$ cat config.mk
export PLATFORM = sky130hd
export DESIGN_NAME = mc_controller_flat
export DESIGN_NICKNAME = d
export VERILOG_FILES = /design/src/rtl/mc_controller_if.sv /design/src/rtl/mc_controller.sv /design/src/flat_wrapper.sv
export SDC_FILE = /design/constraint.sdc
export NUM_CORES = 1
export LEC_CHECK = 0
export ABC_AREA = 0
export CORE_MARGIN = 8
export CORE_UTILIZATION = 30
export DETAILED_ROUTE_END_ITERATION = 7
export GPL_TIMING_DRIVEN = 1
export PLACE_DENSITY = 0.68
export REMOVE_ABC_BUFFERS = 1
export SLEW_MARGIN = 20
export SYNTH_ARGS = -nofsm -noshare
export SYNTH_HDL_FRONTEND = slang
export SYNTH_SLANG_ARGS = --single-unit
$ cat constraint.sdc
create_clock -name clk -period 1.91 [get_ports clk]
set_input_delay 0.573 -clock clk [delete_from_list [all_inputs] [get_ports clk]]
set_output_delay 0.573 -clock clk [all_outputs]
set_load 0.005 [all_outputs]
$ cat src/rtl/mc_controller_if.sv
// Control bundle between the multicycle FSM and the datapath/memory.
// master: controller (drives selects/enables), slave: datapath side.
interface mc_controller_if;
    logic [6:0] op;
    logic       zero;
    logic       mem_ready;
    logic [1:0] ALUOp;
    logic [1:0] ALUSrcA;
    logic [1:0] ALUSrcB;
    logic [1:0] ResultSrc;
    logic [1:0] ImmSrc;
    logic       AdrSrc;
    logic       IRWrite;
    logic       PCWrite;
    logic       RegWrite;
    logic       MemWrite;
    logic       retire;
    logic       illegal_op;
    logic [3:0] state_dbg;

    modport master (
        input  op, zero, mem_ready,
        output ALUOp, ALUSrcA, ALUSrcB, ResultSrc, ImmSrc, AdrSrc,
        output IRWrite, PCWrite, RegWrite, MemWrite,
        output retire, illegal_op, state_dbg
    );

    modport slave (
        output op, zero, mem_ready,
        input  ALUOp, ALUSrcA, ALUSrcB, ResultSrc, ImmSrc, AdrSrc,
        input  IRWrite, PCWrite, RegWrite, MemWrite,
        input  retire, illegal_op, state_dbg
    );
endinterface

$ cat src/rtl/mc_controller.sv
// Multicycle RISC-V control FSM (lw/sw/R/I/beq/jal) with memory-ready waits.
// Ports: clk, reset_n (async low), bus (mc_controller_if.master): op/zero/mem_ready in, selects/enables out.
module mc_controller #(
    parameter bit USE_MEM_READY = 1'b1
) (
    input  logic              clk,
    input  logic              reset_n,
    mc_controller_if.master   bus
);

    typedef enum logic [3:0] {
        S_FETCH    = 4'd0,
        S_DECODE   = 4'd1,
        S_MEMADR   = 4'd2,
        S_MEMREAD  = 4'd3,
        S_MEMWB    = 4'd4,
        S_MEMWRITE = 4'd5,
        S_EXECR    = 4'd6,
        S_EXECI    = 4'd7,
        S_ALUWB    = 4'd8,
        S_BEQ      = 4'd9,
        S_JAL      = 4'd10
    } state_e;

    localparam logic [6:0] OP_LW  = 7'b0000011;
    localparam logic [6:0] OP_SW  = 7'b0100011;
    localparam logic [6:0] OP_R   = 7'b0110011;
    localparam logic [6:0] OP_I   = 7'b0010011;
    localparam logic [6:0] OP_BEQ = 7'b1100011;
    localparam logic [6:0] OP_JAL = 7'b1101111;

    state_e state_q, state_d;
    logic   rdy;

    logic [1:0] alu_op, src_a, src_b, res_src, imm_src;
    logic       adr_src, ir_write, reg_write, mem_write;
    logic       retire_o, illegal_o, pc_update, branch;

    // Single-cycle memory build: waits collapse away.
    assign rdy = USE_MEM_READY ? bus.mem_ready : 1'b1;

    always_ff @(posedge clk or negedge reset_n) begin
        if (!reset_n) state_q <= S_FETCH;
        else          state_q <= state_d;
    end

    always_comb begin
        state_d = S_FETCH;
        case (state_q)
            S_FETCH:    state_d = rdy ? S_DECODE : S_FETCH;
            S_DECODE: begin
                case (bus.op)
                    OP_LW, OP_SW: state_d = S_MEMADR;
                    OP_R:         state_d = S_EXECR;
                    OP_I:         state_d = S_EXECI;
                    OP_BEQ:       state_d = S_BEQ;
                    OP_JAL:       state_d = S_JAL;
                    default:      state_d = S_FETCH;
                endcase
            end
            S_MEMADR:   state_d = (bus.op == OP_LW) ? S_MEMREAD : S_MEMWRITE;
            S_MEMREAD:  state_d = rdy ? S_MEMWB : S_MEMREAD;
            S_MEMWB:    state_d = S_FETCH;
            S_MEMWRITE: state_d = rdy ? S_FETCH : S_MEMWRITE;
            S_EXECR:    state_d = S_ALUWB;
            S_EXECI:    state_d = S_ALUWB;
            S_ALUWB:    state_d = S_FETCH;
            S_BEQ:      state_d = S_FETCH;
            S_JAL:      state_d = S_ALUWB;
            default:    state_d = S_FETCH;
        endcase
    end

    always_comb begin
        alu_op    = 2'b00;
        src_a     = 2'b00;
        src_b     = 2'b00;
        res_src   = 2'b00;
        adr_src   = 1'b0;
        ir_write  = 1'b0;
        reg_write = 1'b0;
        mem_write = 1'b0;
        retire_o  = 1'b0;
        illegal_o = 1'b0;
        pc_update = 1'b0;
        branch    = 1'b0;
        case (state_q)
            S_FETCH: begin
                src_b     = 2'b10;
                res_src   = 2'b10;
                ir_write  = rdy;
                pc_update = rdy;
            end
            S_DECODE: begin
                src_a = 2'b01;
                src_b = 2'b01;
                case (bus.op)
                    OP_LW, OP_SW, OP_R, OP_I, OP_BEQ, OP_JAL: illegal_o = 1'b0;
                    default:                                  illegal_o = 1'b1;
                endcase
            end
            S_MEMADR: begin
                src_a = 2'b10;
                src_b = 2'b01;
            end
            S_MEMREAD: adr_src = 1'b1;
            S_MEMWB: begin
                res_src   = 2'b01;
                reg_write = 1'b1;
                retire_o  = 1'b1;
            end
            S_MEMWRITE: begin
                adr_src   = 1'b1;
                mem_write = 1'b1;
                retire_o  = rdy;
            end
            S_EXECR: begin
                src_a  = 2'b10;
                alu_op = 2'b10;
            end
            S_EXECI: begin
                src_a  = 2'b10;
                src_b  = 2'b01;
                alu_op = 2'b10;
            end
            S_ALUWB: begin
                reg_write = 1'b1;
                retire_o  = 1'b1;
            end
            S_BEQ: begin
                src_a    = 2'b10;
                alu_op   = 2'b01;
                branch   = 1'b1;
                retire_o = 1'b1;
            end
            S_JAL: begin
                src_a     = 2'b01;
                src_b     = 2'b10;
                pc_update = 1'b1;
            end
            default: ;
        endcase
    end

    always_comb begin
        case (bus.op)
            OP_SW:   imm_src = 2'b01;
            OP_BEQ:  imm_src = 2'b10;
            OP_JAL:  imm_src = 2'b11;
            default: imm_src = 2'b00;
        endcase
    end

    assign bus.ALUOp      = alu_op;
    assign bus.ALUSrcA    = src_a;
    assign bus.ALUSrcB    = src_b;
    assign bus.ResultSrc  = res_src;
    assign bus.ImmSrc     = imm_src;
    assign bus.AdrSrc     = adr_src;
    assign bus.IRWrite    = ir_write;
    assign bus.PCWrite    = pc_update | (branch & bus.zero);
    assign bus.RegWrite   = reg_write;
    assign bus.MemWrite   = mem_write;
    assign bus.retire     = retire_o;
    assign bus.illegal_op = illegal_o;
    assign bus.state_dbg  = state_q;

endmodule
$ cat src/flat_wrapper.sv
// flat-port wrapper written by rule: the top's interface ports become plain ports
module mc_controller_flat 
#(
    parameter bit USE_MEM_READY = 1'b1
)
  (clk, reset_n, bus_op, bus_zero, bus_mem_ready, bus_ALUOp, bus_ALUSrcA, bus_ALUSrcB, bus_ResultSrc, bus_ImmSrc, bus_AdrSrc, bus_IRWrite, bus_PCWrite, bus_RegWrite, bus_MemWrite, bus_retire, bus_illegal_op, bus_state_dbg);
  mc_controller_if bus_i ();
  input  logic clk;
  input  logic reset_n;
  input wire logic [$bits(bus_i.op)-1:0] bus_op;
  input wire logic [$bits(bus_i.zero)-1:0] bus_zero;
  input wire logic [$bits(bus_i.mem_ready)-1:0] bus_mem_ready;
  output wire logic [$bits(bus_i.ALUOp)-1:0] bus_ALUOp;
  output wire logic [$bits(bus_i.ALUSrcA)-1:0] bus_ALUSrcA;
  output wire logic [$bits(bus_i.ALUSrcB)-1:0] bus_ALUSrcB;
  output wire logic [$bits(bus_i.ResultSrc)-1:0] bus_ResultSrc;
  output wire logic [$bits(bus_i.ImmSrc)-1:0] bus_ImmSrc;
  output wire logic [$bits(bus_i.AdrSrc)-1:0] bus_AdrSrc;
  output wire logic [$bits(bus_i.IRWrite)-1:0] bus_IRWrite;
  output wire logic [$bits(bus_i.PCWrite)-1:0] bus_PCWrite;
  output wire logic [$bits(bus_i.RegWrite)-1:0] bus_RegWrite;
  output wire logic [$bits(bus_i.MemWrite)-1:0] bus_MemWrite;
  output wire logic [$bits(bus_i.retire)-1:0] bus_retire;
  output wire logic [$bits(bus_i.illegal_op)-1:0] bus_illegal_op;
  output wire logic [$bits(bus_i.state_dbg)-1:0] bus_state_dbg;
  assign bus_i.op = bus_op;
  assign bus_i.zero = bus_zero;
  assign bus_i.mem_ready = bus_mem_ready;
  assign bus_ALUOp = bus_i.ALUOp;
  assign bus_ALUSrcA = bus_i.ALUSrcA;
  assign bus_ALUSrcB = bus_i.ALUSrcB;
  assign bus_ResultSrc = bus_i.ResultSrc;
  assign bus_ImmSrc = bus_i.ImmSrc;
  assign bus_AdrSrc = bus_i.AdrSrc;
  assign bus_IRWrite = bus_i.IRWrite;
  assign bus_PCWrite = bus_i.PCWrite;
  assign bus_RegWrite = bus_i.RegWrite;
  assign bus_MemWrite = bus_i.MemWrite;
  assign bus_retire = bus_i.retire;
  assign bus_illegal_op = bus_i.illegal_op;
  assign bus_state_dbg = bus_i.state_dbg;
  mc_controller #(.USE_MEM_READY(USE_MEM_READY)) u_core (.clk(clk), .reset_n(reset_n), .bus(bus_i));
endmodule
== Word-level counts from Yosys, hierarchy flattened ==
Cells that the tools add are included.

* Bits in writable memories: 0
* Memories kept: 0
* ROM bits: 0
* Latch bits: 0
* Input bits: 11
* Register bits after elaboration: 4

* Magnitude comparators: 0
* Bitwise logic cells: 2
* Equal/unequal tests: 16
* Reduce and logical (&&, ||, !) cells: 12
* Multiplexer cells: 20
* $mul: 0
* Shift-type cells: 0
* Divide/modulo/power cells: 0
* Add/sub/neg operators: 0

{| class="wikitable"
|+ Operator list
! kind !! count
|-
| case mux 4 bit (6 select lines) || 1
|-
| case mux 4 bit (5 select lines) || 1
|-
| equality test 4 x 3 -> 1 bit (second input constant) || 4
|-
| case mux 2 bit (2 select lines) || 4
|-
| equality test 7 x 6 -> 1 bit (second input constant) || 2
|-
| equality test 7 bit (second input constant) || 2
|-
| equality test 4 bit (second input constant) || 3
|-
| OR reduction 2 bit || 6
|-
| two-way mux 3 bit || 3
|-
| OR reduction 3 bit || 3
|-
| equality test 4 x 2 -> 1 bit (second input constant) || 2
|-
| two-way mux 1 bit || 8
|-
| equality test 7 x 2 -> 1 bit (second input constant) || 1
|-
| equality test 7 x 5 -> 1 bit (second input constant) || 1
|-
| case mux 2 bit (3 select lines) || 1
|-
| OR reduction 6 bit || 1
|-
| equality test 4 x 1 -> 1 bit (second input constant) || 1
|-
| zero test 4 bit || 1
|-
| case mux 1 bit (2 select lines) || 2
|-
| OR reduction 4 bit || 1
|-
| bitwise AND 1 bit || 1
|-
| bitwise OR 1 bit || 1
|}

== Longest topological paths before layout ==
Gate-level depths: netlist of run 1.

* Depth after elaboration: 4
* Depth in mapped cells: 5

== Worst setup path before layout of run 1 ==
OpenSTA, ideal clock, no wires.

* Kind: input -> output
* From: input bus_op[3]
* To: output bus_ImmSrc[0]
* Stages: 4
* Arrival: 1,428 ps
* Path buffers: 0
* Slack: -91 ps
* Cell sequence: or2_4 or3_4 o21ai_0 and3b_1

* Word-level cells in the longest chain between the ends: 2
* Elaborated cells between the ends (all ways): 4
* Those cells by class: eq/ne: 3; mux: 1

{| class="wikitable"
|+ Ends and longest elaborated chain
! element !! RTL line !! source
|-
| start, declared || flat_wrapper.sv:10 || <nowiki>input wire logic [$bits(bus_i.op)-1:0] bus_op;</nowiki>
|-
| equality test 7 bit or equality test 7 x 6 -> 1 bit (tied branches) || mc_controller.sv:146 || <nowiki>case (bus.op)</nowiki>
|-
| case mux 2 bit (3 select lines) (*) || mc_controller.sv:146 ||
|-
| end, declared || flat_wrapper.sv:17 || <nowiki>output wire logic [$bits(bus_i.ImmSrc)-1:0] bus_ImmSrc;</nowiki>
|}

Mark *: on every way between the ends. The rest lies on a longest branch, timed or not.

== Final worst setup path of run 1 ==
Same ends and word-level chain as after synthesis.

==> flow_summary.toml, run 1 <==
[layout]
final_nets = 185
fin_cells = 197
largest_register_ffs = 4
antenna_cells = 0
drive_gt1_share_pct = 74.4
area_growth_pct = 180
final_common_cell = "buf_4"
final_cell_mix = "buf_4, buf_6, buf_2, nor2_1, clkbuf_2"

[global_route]
grt_pass1_vias = 1012
grt_use_total_pct = 18.2
grt_overflow_total = 0
grt_pass1_wl_um = 4820
antenna_found_initial = 0
grt_start_max_net_pins = 8

[clock_tree]
clk_path_buf_depth = 2
path_clk_slew_ns = 0.04
cts_tree = "built"
cts_sinks = 4
insertion_delay_ns = 0.24
cts_root_buf = "clkbuf_4"
h-tree-depth = 1
cts_buffers = 3

[drt]
wl_per_cell_um = 17.5
vias = 1034
detail_route.iter0.violations = 21
wl_um = 3440
drcViolationCount = 0
viasPerCell = 5.25
drt_first_pass_iters = 4
ant_nets = 0

[floorplanning]
dieArea_mm2 = 0.00341
coreArea_mm2 = 0.00171
row_count = 15
io-pin-count = 32
initial_core_util_pct = 31.6
die_w_um = 58.4
chipHeight_um = 58.4

[sta]
slew_viol_final = 0
finalSetupViolCount = 13
relSlewSlack_pct = 81.5
tightest_slew_ns = 0.277
postLayoutSetupSlackWorst_ns = -0.347
fin_skew_ns = 0.000739
fin_hold_ws_ns = 0.532
fin_crit_sh_pct = 118
hold_viol = 0
rsz0062_at_grt = "yes"
layout_min_cycle_time_ns = 2.26
clock.fmax_ghz = 0.443

[min_path]
worstHoldPathType = "in -> async"

[synth]
yosysWarnings = 0
synth_simple_gate_area_share_pct = 39.9
synth_mux_area_share_pct = 0
synth_seq_cells = 4
synth_edf_count = 0
syn_area_um2 = 539
synth_compound_area_share_pct = 29.7
synthAdderAreaFrac_pct = 0
synth_xor_area_share_pct = 4.87
ys_async_sr_fraction_pct = 100
avgSynthCellArea_um2 = 7.00
syn_inst = 77
synth_ff_type = "dfrtp_1"
yosysSeqAreaShare_pct = 18.6
synth_top_family_by_area = "simple AND/OR/NAND/NOR gates"
synth_cell_type_count = 36

[place]
place_ws_ns = -1.05
hpwl_um = 1740
dp_cells = 160
gp_congestion = 0.859
numPortBuffers = 31

[critical_path]
required_ns = 1.34
critPathKind = "in -> out"
cp_cell_sequence = "buf_6, or2_4, or3_4, o21ai_4, and3b_1, buf_2"
rr_worst_depth = 6
worst_ep_arrival_time_ns = 1.68
slowest_stage = "or3_4"
startpoint = "bus_op[3]"
endpoint_kind = "output port"
path_max_fanout = 2
critPathMaxStageDelay_ns = 0.35
start_kind = "input pin"
reg2reg_from = "u_core.bus.state_dbg[1]"

[outcome]
status = "complete, but fails checks"
violations = "negative setup slack"

[run]
drv_cap = 0

[power]
power.density_mw_per_mm2 = 309
ir_drop_v = 0.000191
p_leak_nw = 0.808
[final timing paths]
path | to | slack, ns
worst min-delay path | u_core.bus.state_dbg[0] | 0.53
min in group clk | u_core.bus.state_dbg[2] | 0.75
max in group asynchronous | u_core.bus.state_dbg[1] | 1.20
worst max-delay path | bus_ImmSrc[0] | -0.35
worst max register to register | u_core.bus.state_dbg[0] | 0.29
worst min register to register | u_core.bus.state_dbg[0] | 0.77
[layout make-up]
class,count,area [um^2]
well taps,25,31.3
inverters,2,10.0
flip-flops and latches,4,105
clock buffers,3,22.5
fillers,88,196
multi-input cells,65,548
repair buffers,98,795
[metal layers]
| layer | part of all wire [%] | routed length [um] | track usage (%) |
|---|---|---|---|
| met5 | 0 | 0 | 0 |
| met4 | 5.6 | 194 | 10.1 |
| met3 | 5.3 | 182 | 2.83 |
| met2 | 53 | 1840 | 34.6 |
| met1 | 36 | 1230 | 18.2 |
[worst max-delay path, delay by kind of cell]
family,cells,cell delay [ns]
buffers and inverters,2,0.23
AOI/OAI and AO/OA,1,0.07
and+or+nand+nor,3,0.80
[kinds of logic (layout without fill, tap and decap cells)]
family | after synthesis | count (layout)
and+or+nand+nor | 39 | 39
DFF | 4 | 4
xor gates and xnor gates | 3 | 3
buffers and inverters | 8 | 103
AOI/OAI and AO/OA | 23 | 23
[repair_timing]
item                       in CTS  in global routing
gates resized for setup       122                 40
setup endpoints to repair      21                 20
pin swaps                      18                 19
setup buffers                  32                  8
hold buffers                    0                  0
[metrics by stage]
stage,area [um^2],util [%],TNS (ns),power [mW]
3_5_place_dp,1100,64.3,-7.13,0.294
3_3_place_gp,1100,64.3,-6.67,0.290
5_1_grt,1510,88.5,-2.29,0.491
2_1_floorplan,509,-,-0.0912,0.161
4_1_cts,1380,81.0,-1.24,0.429
6_report,1510,88.5,-1.57,0.467
[where the power goes]
group	switching [mW]	internal, mW
registers	0.00591	0.0892
logic	0.112	0.151
clock network	0.0394	0.0706
[cells in the mapped netlist, types with 3 or more instances]
library cell  number  area, um^2
dfrtp_1            4         100
a21oi_1            8        40.0
nor2_1             9        33.8
nor3_1             5        25.0
nor3b_1            3        22.5
nand2b_1           4        25.0
buf_2              3        15.0
nand2_1            7        26.3
No activity file was read; power rests on OpenSTA's default activity.
==> run 2, diff against run 1 <==
--- a/config.mk
+++ b/config.mk
@@ -8,11 +8,13 @@
 export ABC_AREA = 0
 export CORE_MARGIN = 8
 export CORE_UTILIZATION = 30
+export CTS_CLUSTER_DIAMETER = 120
 export DETAILED_ROUTE_END_ITERATION = 7
 export GPL_TIMING_DRIVEN = 1
+export HOLD_SLACK_MARGIN = 0.02
 export PLACE_DENSITY = 0.68
 export REMOVE_ABC_BUFFERS = 1
-export SLEW_MARGIN = 20
+export SLEW_MARGIN = 10
 export SYNTH_ARGS = -nofsm -noshare
 export SYNTH_HDL_FRONTEND = slang
 export SYNTH_SLANG_ARGS = --single-unit
==> results of run 2 <==
Same layout as run 1: the final DEF is identical, and so are final timing and power.
==> run 3, diff against run 2 <==
--- a/config.mk
+++ b/config.mk
@@ -11,10 +11,10 @@
 export CTS_CLUSTER_DIAMETER = 120
 export DETAILED_ROUTE_END_ITERATION = 7
 export GPL_TIMING_DRIVEN = 1
-export HOLD_SLACK_MARGIN = 0.02
+export HOLD_SLACK_MARGIN = 0.08
 export PLACE_DENSITY = 0.68
 export REMOVE_ABC_BUFFERS = 1
-export SLEW_MARGIN = 10
+export SLEW_MARGIN = 15
 export SYNTH_ARGS = -nofsm -noshare
 export SYNTH_HDL_FRONTEND = slang
 export SYNTH_SLANG_ARGS = --single-unit
==> results of run 3 <==
Same layout as run 1: the final DEF is identical, and so are final timing and power.
